===== src/rtl/pc_branch_unit.sv =====
// Next-PC generator: sequential and branch/jump targets, with stall freeze
// and a one-deep redirect latch that is applied when the stall releases.
module pc_branch_unit #(
    parameter int unsigned      WIDTH        = 32,
    parameter int unsigned      OFFSET_WIDTH = 8,
    parameter int unsigned      OFFSET_SHIFT = 2,
    parameter int unsigned      STEP         = 4,
    parameter logic [WIDTH-1:0] RESET_PC     = '0
) (
    input  logic                    CLK,
    input  logic                    RESET,
    input  logic                    BUSYWAIT,
    input  logic                    BEQ,
    input  logic                    BNE,
    input  logic                    JUMP,
    input  logic                    ZERO,
    input  logic [OFFSET_WIDTH-1:0] OFFSET,
    output logic [WIDTH-1:0]        PC,
    output logic [WIDTH-1:0]        PC_SEQ,
    output logic                    TAKEN,
    output logic                    REDIRECT_PENDING
);

    typedef enum logic [1:0] {
        RUN       = 2'd0,
        HOLD      = 2'd1,
        HOLD_PEND = 2'd2
    } state_t;

    state_t           state;
    logic [WIDTH-1:0] pending;
    logic [WIDTH-1:0] offset_ext;
    logic [WIDTH-1:0] target;
    logic             take;

    // Offset is sign-extended to the PC width before scaling to bytes.
    assign offset_ext = WIDTH'($signed(OFFSET)) << OFFSET_SHIFT;
    assign PC_SEQ     = PC + WIDTH'(STEP);
    assign target     = PC_SEQ + offset_ext;
    assign take       = JUMP | (BEQ & ZERO) | (BNE & ~ZERO);

    always_ff @(posedge CLK or negedge RESET) begin
        if (!RESET) begin
            state            <= RUN;
            PC               <= RESET_PC;
            pending          <= '0;
            TAKEN            <= 1'b0;
            REDIRECT_PENDING <= 1'b0;
        end else begin
            case (state)
                RUN, HOLD: begin
                    if (!BUSYWAIT) begin
                        PC               <= take ? target : PC_SEQ;
                        TAKEN            <= take;
                        REDIRECT_PENDING <= 1'b0;
                        state            <= RUN;
                    end else if (take) begin
                        pending          <= target;
                        REDIRECT_PENDING <= 1'b1;
                        state            <= HOLD_PEND;
                    end else begin
                        state            <= HOLD;
                    end
                end
                HOLD_PEND: begin
                    // The stalled instruction is unchanged, so a new take is ignored.
                    if (!BUSYWAIT) begin
                        PC               <= pending;
                        TAKEN            <= 1'b1;
                        REDIRECT_PENDING <= 1'b0;
                        state            <= RUN;
                    end
                end
                default: begin
                    REDIRECT_PENDING <= 1'b0;
                    state            <= RUN;
                end
            endcase
        end
    end

endmodule


===== config.mk =====
export PLATFORM = sky130hd
export DESIGN_NAME = pc_branch_unit
export DESIGN_NICKNAME = d
export VERILOG_FILES = /design/src/rtl/pc_branch_unit.sv
export SDC_FILE = /design/constraint.sdc
export NUM_CORES = 1
export LEC_CHECK = 0
export BUFFER_PORTS_ARGS = -buffer_cell sky130_fd_sc_hd__buf_4
export CAP_MARGIN = 0
export CELL_PAD_IN_SITES_DETAIL_PLACEMENT = 0
export CELL_PAD_IN_SITES_GLOBAL_PLACEMENT = 2
export CORE_AREA = 2 2 129 131
export DETAILED_ROUTE_END_ITERATION = 6
export DIE_AREA = 0 0 131 133
export HOLD_SLACK_MARGIN = 0.03
export PLACE_DENSITY_LB_ADDON = 0.1
export SLEW_MARGIN = 40
export SYNTH_ARGS = -nofsm -noshare
export SYNTH_HDL_FRONTEND = slang
export SYNTH_SLANG_ARGS = --single-unit

===== constraint.sdc =====
create_clock -name CLK -period 4.6 [get_ports CLK]
set_clock_uncertainty 0.2 [all_clocks]
set_input_delay 0 -clock CLK [delete_from_list [all_inputs] [get_ports CLK]]
set_output_delay 0 -clock CLK [all_outputs]
set_load 0.05 [all_outputs]

==> impl_metrics.toml <==
[floorplan]
start_util = 0.343
fp.coreArea_sq_um = 16200
std_cell_rows = 47
horizontal_die_dimension_um = 131
die_h_um = 133
top_level_pins = 81
die-area_sq_um = 17400

[worst_setup_path]
critical_path.endpoint_type = "flop"
cp.required_ns = 4.64
slowest_delay_ns = 0.49
cp_cell_sequence = "and4_1 > and2_1 > nand4_1 > or2_1 > xnor2_2 > ha_1 > a21oi_1 > o211ai_1 > a2111oi_2 > o211ai_1 > a311oi_1 > xor2_1 > mux2_2"
critPathSlowestCell = "sky130_fd_sc_hd__dfrtp_1"
critical_path_arrival_ns = 4.18
critPathLaunchType = "flop"
criticalPathCategory = "reg -> reg"
critical_path.most_common_cell = "sky130_fd_sc_hd__o211ai_1"
timing.critical_path.fanout_max = 10

[clocking]
tritoncts = "done"
cts_hold_fix_bufs = 10
resized_after_cts = 0
cts_buffers = 9
worst_setup_hold_path_clk_slew_ns = 0.06
cts.path.max_buffers = 2
cts.repair_timing.setup_buffer_count = 0
cts_max_level = 3
clock-sinks = 68
cts-root-buf = "sky130_fd_sc_hd__clkbuf_16"
clk-insertion-delay-late_ns = 0.35

[global_routing]
grt_pass1_wl_mm = 31.5
gr-usage-all-layers = 0.240
grt_start_max_net_pins = 69
grt_remaining_overflow = 0
antenna_found_initial = 0
first_global_vias = 5489

[final_layout]
post_layout_nonfiller_instances = 981
fillerInstances = 1678
final_layout_size_suffix_gt1_frac = 0.197
layout-area-overhead-vs-synth_pct = 23.3
combined_area_of_the_multi_input_logic_cells_sq_um = 3700
fin_nets = 809
antenna-diode-count = 0
register_area_sq_um = 1700
most_used_cells_in_the_layout_excluding_fill_and_tap_cells = "95 x sky130_fd_sc_hd__buf_4, 85 x sky130_fd_sc_hd__nand2_1, 83 x sky130_fd_sc_hd__o21ai_0"
layout.cells.most_common = "sky130_fd_sc_hd__buf_4"

[timing]
setup-violations-final = 0
max-slew-margin-rel = 0.478
timing.final.max_slew_violations = 0
setup_slack_ns = 0.457
report.final.hold_viol_count = 0
period_minus_slack_ns = 4.14
fmax_mhz = 241
grt_setup_unrepaired = "false"
worst-slew-pin-transition_ns = 0.782
fin_crit_sh = 0.901

[detailed_routing]
dr_total_vias = 5525
drt-total-wl_mm = 20.2
ant_nets = 0
drcViolationCount = 0
wl_per_cell_um = 20.5
drt_pass1_iterations = 7
avgViaCountPerCell = 5.63
drtIter0Drc = 340

[synth]
synth-warning-count = 0
synth.largest_area_cell = "sky130_fd_sc_hd__dfrtp_1"
synth_seq_cells = 68
synth_area_per_cell_sq_um = 8.19
synth-edff-count = 0
syn_nets = 731
synth.top_cell.area_share = 0.306
yosys-top-cells-area = "sky130_fd_sc_hd__dfrtp_1 31%, sky130_fd_sc_hd__ha_1 8.3%, sky130_fd_sc_hd__o21ai_0 7.5%"
synthFlopType = "sky130_fd_sc_hd__dfrtp_1"
post_synthesis_async_set_or_reset_flop_share = 1.00
syn-instance-count = 678
synth_unique_cells = 66
post_synth_instance_area_sq_um = 5550
synth.yosys.seq_area_share = 0.306

[pwr]
power.density_cell_area_nw_per_um2 = 829
p_leak_nw = 3.03
power_mw = 5.67
ir_worst_vdd_v = 0.000291

[placement]
placed_cells = 955
dpl_worst_slack_ns = 0.431
gp_routability_congestion = 0.891
place.port_buffers = 80
detailed_place_hpwl_mm = 14.8

[run_status]
status = "completed"

[worst_hold_path]
worstHoldPathType = "in -> async"

[run]
drv.max_cap_violation_count = 0
per-layer routing:
layer / wire [um] / global-route usage
met1: 8760 / 0.307
met2: 9730 / 0.395
met5: 0 / 0
met4: 730 / 0.108
met3: 932 / 0.0396
synthesized netlist by cell type, types with 12 or more instances:
library cell and number:
sky130_fd_sc_hd__nand4_1 20, sky130_fd_sc_hd__o21ai_0 83, sky130_fd_sc_hd__dfrtp_1 68, sky130_fd_sc_hd__ha_1 37
sky130_fd_sc_hd__nand3_1 27, sky130_fd_sc_hd__a21oi_1 52, sky130_fd_sc_hd__a21o_1 17, sky130_fd_sc_hd__nor2_1 38
sky130_fd_sc_hd__clkbuf_1 31, sky130_fd_sc_hd__o211ai_1 14, sky130_fd_sc_hd__nand2_1 85, sky130_fd_sc_hd__and3_1 12
sky130_fd_sc_hd__xnor2_1 35, sky130_fd_sc_hd__xor2_1 17
worst max-delay path, delay by kind of cell, from the launching register on:
kind | cells | cell delay [ns]
AOI/OAI and AO/OA | 5 | 1.26
and+or+nand+nor | 4 | 1.05
DFF | 1 | 0.49
adders and majority gates | 1 | 0.41
xor gates and xnor gates | 2 | 0.31
muxes | 1 | 0.28
registers in the layout (all words and copies together) (netlist names):
register          cells
TAKEN                 1
pending              32
REDIRECT_PENDING      1
state                 2
PC                   32
kinds of logic (layout without fill, tap and decap cells):
family	after synthesis	after routing	synth area share
compound gates	227	227	0.251
mux	13	13	0.0259
xor+xnor	53	53	0.0870
buf+inv	48	131	0.0361
flops	68	68	0.306
fa+ha+maj	38	38	0.0870
simple gates	231	231	0.207
path summary, 6_finish.rpt:
kind | to | slack (ns) | cells after the start | from
setup / recovery | pending[31]$_DFFE_PN0P_ | 0.46 | 13 | PC[6]$_DFFE_PN0P_
hold / removal | PC[1]$_DFFE_PN0P_ | 0.03 | 2 | RESET
setup reg to reg | pending[31]$_DFFE_PN0P_ | 0.46 | 13 | PC[6]$_DFFE_PN0P_
hold reg to reg | pending[6]$_DFFE_PN0P_ | 0.27 | 2 | pending[6]$_DFFE_PN0P_
max in group asynchronous | pending[10]$_DFFE_PN0P_ | 3.69 | 2 | RESET
min in group CLK | PC[31]$_DFFE_PN0P_ | 0.10 | 5 | BNE
where the power goes:
part	internal, mW	total, mW	switching, mW
Combinational	1.30	3.77	2.47
Clock	0.435	0.732	0.297
Sequential	0.851	1.17	0.322
stage by stage:
stage	hold WS [ns]	utilization	setup TNS [ns]	area [sq um]
after floorplan	-0.496	-	-0.0479	5580
after global placement	0.0115	0.397	0	6420
after detailed placement	-0.117	0.398	0	6440
after CTS	0.0733	0.423	0	6840
after global routing	0.108	0.423	0	6840
final	0.0336	0.423	0	6840
cell type report:
type / count / area share
clock buffers: 10 / 0.0349
inverters: 8 / 0.00439
repair buffers: 107 / 0.122
well taps: 220 / 0.0402
flip-flops and latches: 68 / 0.249
multi-input cells: 562 / 0.541
clock inverters: 6 / 0.00914
Power figures use the tool's default switching activity.
